--- src/rtl/circuit_sweep.sv ---
// Stimulus-and-capture stage for a 4-input combinational block.
// Sweeps {A,B,C,D} through all 16 vectors, samples F and compares it with a golden table.
module circuit_sweep #(
  parameter logic [7:0]  SETTLE   = 8'd1,
  parameter logic [15:0] EXPECTED = 16'h0000
) (
  input  logic        clk,
  input  logic        rst_n,
  input  logic        start,
  input  logic        F,
  output logic        A,
  output logic        B,
  output logic        C,
  output logic        D,
  output logic        busy,
  output logic        done,
  output logic        pass,
  output logic [15:0] truth_table,  // captured table; "table" is a reserved word
  output logic [4:0]  mismatch_cnt,
  output logic [3:0]  mismatch_idx
);

  typedef enum logic [1:0] {S_IDLE, S_SETTLE, S_SAMPLE, S_DONE} state_t;

  state_t      state_q, state_d;
  logic [3:0]  idx_q, idx_d;
  logic [7:0]  wait_cnt_q, wait_cnt_d;
  logic [3:0]  abcd_q, abcd_d;
  logic        busy_q, busy_d;
  logic        done_q, done_d;
  logic        pass_q, pass_d;
  logic [15:0] tbl_q, tbl_d;
  logic [4:0]  mcnt_q, mcnt_d;
  logic [3:0]  midx_q, midx_d;
  logic        miss;

  assign miss = (F != EXPECTED[idx_q]);

  always_comb begin
    state_d    = state_q;
    idx_d      = idx_q;
    wait_cnt_d = wait_cnt_q;
    pass_d     = pass_q;
    tbl_d      = tbl_q;
    mcnt_d     = mcnt_q;
    midx_d     = midx_q;
    case (state_q)
      S_IDLE: begin
        if (start) begin
          idx_d      = 4'd0;
          wait_cnt_d = SETTLE;
          tbl_d      = 16'h0000;
          mcnt_d     = 5'd0;
          midx_d     = 4'd0;
          pass_d     = 1'b0;
          state_d    = (SETTLE != 8'd0) ? S_SETTLE : S_SAMPLE;
        end
      end
      S_SETTLE: begin
        wait_cnt_d = wait_cnt_q - 8'd1;
        if (wait_cnt_q <= 8'd1) state_d = S_SAMPLE;
      end
      S_SAMPLE: begin
        tbl_d[idx_q] = F;
        if (miss) begin
          mcnt_d = mcnt_q + 5'd1;
          if (mcnt_q == 5'd0) midx_d = idx_q;
        end
        if (idx_q == 4'd15) begin
          state_d = S_DONE;
          pass_d  = (mcnt_d == 5'd0);
        end else begin
          idx_d      = idx_q + 4'd1;
          wait_cnt_d = SETTLE;
          state_d    = (SETTLE != 8'd0) ? S_SETTLE : S_SAMPLE;
        end
      end
      S_DONE:  state_d = S_IDLE;
      default: state_d = S_IDLE;
    endcase
    // Outputs are decoded from the next state so they come straight from flops.
    busy_d = (state_d == S_SETTLE) || (state_d == S_SAMPLE);
    done_d = (state_d == S_DONE);
    abcd_d = busy_d ? idx_d : 4'd0;
  end

  always_ff @(posedge clk or negedge rst_n) begin
    if (!rst_n) begin
      state_q    <= S_IDLE;
      idx_q      <= 4'd0;
      wait_cnt_q <= 8'd0;
      abcd_q     <= 4'd0;
      busy_q     <= 1'b0;
      done_q     <= 1'b0;
      pass_q     <= 1'b0;
      tbl_q      <= 16'h0000;
      mcnt_q     <= 5'd0;
      midx_q     <= 4'd0;
    end else begin
      state_q    <= state_d;
      idx_q      <= idx_d;
      wait_cnt_q <= wait_cnt_d;
      abcd_q     <= abcd_d;
      busy_q     <= busy_d;
      done_q     <= done_d;
      pass_q     <= pass_d;
      tbl_q      <= tbl_d;
      mcnt_q     <= mcnt_d;
      midx_q     <= midx_d;
    end
  end

  assign {A, B, C, D}   = abcd_q;
  assign busy           = busy_q;
  assign done           = done_q;
  assign pass           = pass_q;
  assign truth_table    = tbl_q;
  assign mismatch_cnt   = mcnt_q;
  assign mismatch_idx   = midx_q;

endmodule

--- config.mk ---
export PLATFORM = sky130hd
export DESIGN_NAME = circuit_sweep
export DESIGN_NICKNAME = d
export VERILOG_FILES = /design/src/rtl/circuit_sweep.sv
export SDC_FILE = /design/constraint.sdc
export NUM_CORES = 1
export LEC_CHECK = 0
export ABC_AREA = 1
export BUFFER_PORTS_ARGS = -buffer_cell sky130_fd_sc_hd__buf_2
export CORE_MARGIN = 1
export CORE_UTILIZATION = 30
export CTS_CLUSTER_DIAMETER = 150
export DETAILED_ROUTE_END_ITERATION = 10
export GPL_TIMING_DRIVEN = 0
export SETUP_SLACK_MARGIN = 0.3
export SLEW_MARGIN = 30
export SYNTH_ARGS = -nofsm -noshare
export SYNTH_HDL_FRONTEND = slang
export SYNTH_SLANG_ARGS = --single-unit
--- constraint.sdc ---
create_clock -name clk -period 3.76 [get_ports clk]
set_input_delay 0.752 -clock clk [delete_from_list [all_inputs] [get_ports clk]]
set_output_delay 0.752 -clock clk [all_outputs]
set_load 0.005 [all_outputs]
==> metrics.md, run 1 <==
| Metric | Value |
|---|---|
| Later-pin clock latency in the skew report | ~310 ps |
| Min-Delay Path Class | in2async |
| Final Hold Vio Count | 0 |
| Layout area overhead | 18.7% |
| Clock root cell | clkbuf_8 |
| DRT iter0 DRCs | 110 |
| Clock Path Buffers | 2 |
| Grt ovf | 0 |
| Share of post-route cells with drive strength above 1 | 0.178 |
| Clk sinks | between 40 and 50 |
| Max VDD drop | between 0.15 and 0.2 mV |
| Vias in the first global route | 1,752 |
| Arr. time, crit path | roughly 2000 ps |
| Synthesized cell area | between 2000 and 2500 um^2 |
| Overall die height | 88.0 um |
| Flop pwr share | 0.556 |
| Initial core utilization | 0.308 |
| Clk slew on worst S/H paths | around 90 ps |
| Max-cap violations | 0 |
| HPWL after DPL | 3.52 mm |
| Final GP Congestion | 0.814 |
| PostCTS Resize Cnt | 0 |
| Largest net degree at the start of global routing | between 40 and 50 |
| Multi-input gate area | about 940 um^2 |
| Reg2reg path depth | 8 |
| Crit path to | abcd_q[3] |
| Startpoint types | flop |
| Normalized max-slew margin | 0.612 |
| Fin area | 2640 um^2 |
| H-tree levels | 2 |
| Max-slew violations | 0 |
| Antenna violations before repair | 0 |
| Global Route Usage Sum | 0.137 |
| DRC | 0 |
| #FFs+latches synth | 46 |
| CTS Buf Count | 5 |
| WP data required | 3990 ps |
| Final wirelength | 4.89 mm |
| Area after DPL | 2520 um^2 |
| Die ar. | slightly below 8000 um^2 |
| Switching Fraction | 0.219 |
| # setup viols final | 0 |
| Final Critical Period | 1830 ps |
| IO Pins | 36 |
| Fin Setup TNS | 0 ps |
| Worst R2R End | abcd_q[3] |
| P_int | between 0.0006 and 0.0007 W |
| Postcts setup bufs | 0 |
| Post-Synthesis Cells | 260 |
| Yosys warns | 0 |
| Maximum fanout along the worst path | 5 |
| Site Rows | 31 |
| Nets@finish | 315 |
| Via Count | ~1.8k |
| Clock network power share | 0.425 |
| Reg2Reg Setup Slack | 1930 ps |
| Vias per inst | around 4.6 |
| CTS tree | yes |
| Worst R2R Start | idx_q[0] |
| DR pass1 iterations | 4 |
| Fillers | roughly 800 |
| P_sw | 0.000195 W |
| Die width | 88.0 um |
| Worst Setup SP | idx_q[0] |
| Leakage power | about 1.3 nW |
| Tightest Pin Transition | between 500 and 600 ps |
| Storage element area | 1150 um^2 |
| Routed wire length per instance | about 12 um |
| Sequential cell area fraction in the yosys report | 0.518 |
| Core Box Area | between 7000 and 8000 um^2 |
| CP endpoint kind | flop |
| Diodes inserted | 0 |
| Crit share post-route | 0.487 |
| First-pass GRT wire length | roughly 8.2 mm |
| PortBufs | 35 |
| Outcome | completed |
| Skew final | roughly 8.5 ps |
| Power density over the cells | 338 nW/um^2 |
| Syn_nets | approximately 270 |
| Critical path class | reg2reg |
| Synthesized area per cell | between 8 and 9 um^2 |
| Remaining antenna violation count | 0 |
| Comb pwr share | 0.019 |
| Fin Hold WS | 437 ps |
| Distinct cells, synth | 25 |
| RSZ-0062 raised after global routing | no |
| Hold-fix buffers, CTS | 0 |
| Max frequency | roughly 0.55 GHz |
cell usage after synthesis (all sizes together):
| master | count | area share |
|---|---|---|
| o22ai | 3 | 0.0085 |
| nand2 | 72 | 0.12 |
| xor2 | 2 | 0.0079 |
| a21oi | 5 | 0.011 |
| ha | 9 | 0.051 |
| o211ai | 14 | 0.047 |
| or2 | 1 | 0.0028 |
| nand4 | 4 | 0.011 |
| nor2 | 18 | 0.035 |
| o21a | 1 | 0.0034 |
| dfrtp | 46 | 0.52 |
| clkbuf | 2 | 0.0034 |
| inv | 29 | 0.049 |
| o21bai | 1 | 0.0034 |
| o2111ai | 1 | 0.0039 |
| nand3 | 13 | 0.032 |
| o21ai | 36 | 0.083 |
| buf | 3 | 0.0068 |
logic make-up (layout without fill, tap and decap cells):
kind of cell / count (synthesis) / after routing / share of synthesized area
buffers and inverters: 34 / 77 / 0.0592
AOI/OAI and AO/OA: 61 / 61 / 0.161
xor gates and xnor gates: 2 / 2 / 0.00789
DFF: 46 / 46 / 0.518
and+or+nand+nor: 108 / 108 / 0.203
adders and majority gates: 9 / 9 / 0.0507
cell type report:
class / count / share of cell area
plain buffers: 5 / 0.00854
clock buffers: 5 / 0.0261
clock inverters: 3 / 0.0171
inverters: 29 / 0.0413
multi-input cells: 180 / 0.356
flip-flops and latches: 46 / 0.437
well taps: 99 / 0.0470
repair buffers: 35 / 0.0674
state kept, by name, summed over array words and instances, names as in the netlist:
register	flops
abcd_q	4
busy	1
done	1
idx_q	4
mismatch_cnt	5
mismatch_idx	4
pass	1
state_q	2
truth_table	16
wait_cnt_q	8
power groups by stage:
stage                 logic, W  clock network [W]  registers [W]
floorplan           0.00000378                  0       0.000505
global placement     0.0000179                  0       0.000505
detailed placement   0.0000183                  0       0.000505
CTS                  0.0000182           0.000391       0.000495
global route         0.0000206           0.000415       0.000495
finish               0.0000173           0.000378       0.000495
how the worst min path moves through the flow:
stage | end | slack (ps) | cells after the start
after global routing | state_q[1] | 470 | 1
after global placement | pass | 470 | 2
after CTS | idx_q[0] | 450 | 1
after detailed placement | pass | 490 | 2
after floorplan | abcd_q[0] | 460 | 0
final | truth_table[10] | 440 | 1
per-layer routing:
metal / wire length (um) / GRT usage
met1: 2390 / 0.185
met3: 207 / 0.0320
met4: 74 / 0.0528
met5: 0 / 0
met2: 2220 / 0.214
cell usage in the layout (no fill, tap or decap):
| cell type | netlist | layout |
|---|---|---|
| nand3_1 | 12 | 12 |
| dfrtp_1 | 46 | 46 |
| nand2_2 | 1 | 1 |
| nand3_2 | 1 | 1 |
| nor2_2 | 1 | 1 |
| nand2_1 | 71 | 71 |
| clkinvlp_4 | 0 | 2 |
| clkbuf_8 | 0 | 5 |
| ha_1 | 9 | 9 |
| o21ai_2 | 1 | 1 |
| o21ai_0 | 21 | 21 |
| or2_2 | 1 | 1 |
| nor2_1 | 16 | 16 |
| o21ai_1 | 14 | 14 |
| buf_4 | 0 | 1 |
| nand4_1 | 4 | 4 |
| a21oi_1 | 5 | 5 |
| xor2_1 | 2 | 2 |
| o21bai_1 | 1 | 1 |
| bufinv_16 | 0 | 1 |
| inv_1 | 27 | 27 |
| o2111ai_1 | 1 | 1 |
| o21a_1 | 1 | 1 |
| clkbuf_1 | 2 | 2 |
| buf_2 | 3 | 37 |
| o211ai_1 | 14 | 14 |
| inv_2 | 2 | 2 |
| nor2_4 | 1 | 1 |
| o22ai_1 | 3 | 3 |
per-stage QoR:
step           instances  power, W  utilization  setup slack (ps)
4_1_cts              402  0.000904        0.365              1890
6_report             402  0.000891        0.365              1930
3_5_place_dp         394  0.000523        0.350              1680
3_3_place_gp         394  0.000523        0.349              1680
2_1_floorplan        260  0.000509            -              2090
5_1_grt              402  0.000931        0.365              1690
worst max-delay path, cell delays in order (launching register included):
cell     delay [ps]
dfrtp_1         450
ha_1            290
nand3_1         110
inv_1            60
nand2_1         130
o21ai_0         140
ha_1            330
inv_1            80
a21oi_1         160
(Power assumes the default switching activity.)
==> inputs of run 2 (changes only) <==
==> constraint.sdc (replaced) <==
create_clock -name clk -period 1.74 [get_ports clk]
set_input_delay 0.348 -clock clk [delete_from_list [all_inputs] [get_ports clk]]
set_output_delay 0.348 -clock clk [all_outputs]
set_load 0.005 [all_outputs]
==> metrics.md, run 2 (synthesis results as in run 1) <==
| Metric | Value |
|---|---|
| Vias per inst | between 4 and 5 |
| H-tree levels | 2 |
| Share of post-route cells with drive strength above 1 | 0.330 |
| Die width | just under 90 um |
| Overall die height | 88.0 um |
| Storage element area | 1150 um^2 |
| Clock network power share | 0.418 |
| Clock root cell | clkbuf_8 |
| Fillers | 740 |
| Hold-fix buffers, CTS | 0 |
| P_sw | around 0.00040 W |
| CTS tree | yes |
| IO Pins | 36 |
| Diodes inserted | 0 |
| Largest net degree at the start of global routing | 47 |
| Final Hold Vio Count | 0 |
| Global Route Usage Sum | 0.145 |
| Die ar. | a little under 8000 um^2 |
| Remaining antenna violation count | 0 |
| Antenna violations before repair | 0 |
| CP peak stage delay | approximately 450 ps |
| Max reg flops | 16 |
| Maximum fanout along the worst path | 4 |
| RSZ-0062 raised after global routing | yes |
| Worst path slowest cell | dfrtp_2 |
| Later-pin clock latency in the skew report | around 300 ps |
| Arr. time, crit path | 1670 ps |
| CP endpoint kind | flop |
| Flop pwr share | 0.562 |
| Total power | 0.00190 W |
| Tightest Pin Transition | roughly 580 ps |
| Final GP Congestion | between 0.7 and 0.8 |
| CP most frequent cell | ha_4 |
| Fin Hold WS | approximately 37 ps |
| Normalized max-slew margin | 0.614 |
| Max-cap violations | 0 |
| Max VDD drop | about 0.26 mV |
| Critical path class | reg2reg |
| Vias in the first global route | roughly 1.8k |
| Via Count | about 2k |
| HPWL after DPL | roughly 3.6 mm |
| # setup viols final | 0 |
| Final Critical Period | around 1500 ps |
| Final wirelength | about 5.5 mm |
| DR pass1 iterations | 4 |
| Max frequency | ~0.67 GHz |
| Skew final | around 7.8 ps |
| DRT iter0 DRCs | 96 |
| Outcome | completed |
| P_int | around 0.0015 W |
| Core Box Area | 7210 um^2 |
| Max-slew violations | 0 |
| Core Util, Final | 0.410 |
| Site Rows | 31 |
| DRC | 0 |
| Initial core utilization | 0.308 |
| Crit share post-route | 0.858 |
| Min-Delay Path Class | in2async |
| Fin Setup TNS | 0 ps |
| Clk sinks | 46 |
| Startpoint types | flop |
| Commonest non-fill, non-tap cell in the layout | nand2_1 |
| Grt ovf | 0 |
| Comb pwr share | 0.020 |
| Clock Path Buffers | 2 |
| Routed wire length per instance | 13.1 um |
| Nets@finish | 330 |
| First-pass GRT wire length | between 8 and 9 mm |
| Power density over the cells | roughly 640 nW/um^2 |
| Leakage power | approximately 1.4 nW |
| Multi-input gate area | 1130 um^2 |
| Most frequent cells in the layout | nand2_1, dfrtp_1, buf_2 |
| Crit-path cells | ha_4 -> o2111ai_4 -> nand2_1 -> nand2_2 -> ha_4 -> inv_4 -> a21oi_2 |
| Clk slew on worst S/H paths | ~90 ps |
| WP data required | ~1900 ps |
| PortBufs | 35 |
| CTS Buf Count | 5 |
| Switching Fraction | 0.210 |
| Layout area overhead | 33.2% |
## run 2: cell types whose count changed in the layout (fill, tap and decap cells not counted), sizes merged
cell | before | now
inv | 29 | 28
buf | 38 | 53
clkbuf | 7 | 8
## run 2: final cells by class
type	instances	area share
clock buffer	6	0.0245
inverter	29	0.0389
sequential	46	0.390
tap	99	0.0419
clock inverter	2	0.0127
timing repair buffer	50	0.101
buffer	5	0.00846
multi-input combinational	180	0.383
## run 2: layer usage
| layer | up-vias | global-route usage | share of wire |
|---|---|---|---|
| li1 | 981 | - | - |
| met1 | 938 | 0.193 | 0.46 |
| met2 | 38 | 0.237 | 0.49 |
| met3 | 7 | 0.0292 | 0.040 |
| met4 | 0 | 0.0455 | 0.014 |
| met5 | - | 0 | 0 |
## run 2: worst max-delay path, delay by kind of cell (launching register included)
family	cells	cell delay, ps
DFF	1	450
adders and majority gates	2	400
AOI/OAI and AO/OA	2	250
and+or+nand+nor	2	200
buffers and inverters	1	80
## run 2: worst paths after layout
check | slack [ps] | start | end | cells after the start
max in group asynchronous | 1270 | rst_n | idx_q[3] | 1
min in group clk | 430 | F | truth_table[15] | 3
worst min register to register | 490 | pass | pass | 2
worst max register to register | 250 | wait_cnt_q[0] | abcd_q[3] | 7
worst min-delay path | 40 | rst_n | truth_table[12] | 1
worst max-delay path | 250 | wait_cnt_q[0] | abcd_q[3] | 7
## run 2: stage by stage
step	cells	worst slack [ps]	cell area, um^2
2_1_floorplan	260	310	2240
3_3_place_gp	394	73.9	2540
3_5_place_dp	394	71.4	2550
4_1_cts	412	238	2820
5_1_grt	417	170	2960
6_report	417	248	2960
## run 2: what timing repair did
| action | CTS | global route |
|---|---|---|
| setup endpoints to repair | 8 | 37 |
| resized for setup | 18 | 29 |
| buffers inserted | 10 | 5 |
| pin swaps | 7 | 7 |
| cloned | 0 | 0 |
## run 2: power groups by stage
stage	registers, W	clock network [W]	logic [W]
2_1_floorplan	0.00109	0	0.00000817
3_3_place_gp	0.00109	0	0.0000385
3_5_place_dp	0.00109	0	0.0000400
4_1_cts	0.00107	0.000824	0.0000400
5_1_grt	0.00107	0.000858	0.0000454
6_report	0.00107	0.000796	0.0000385
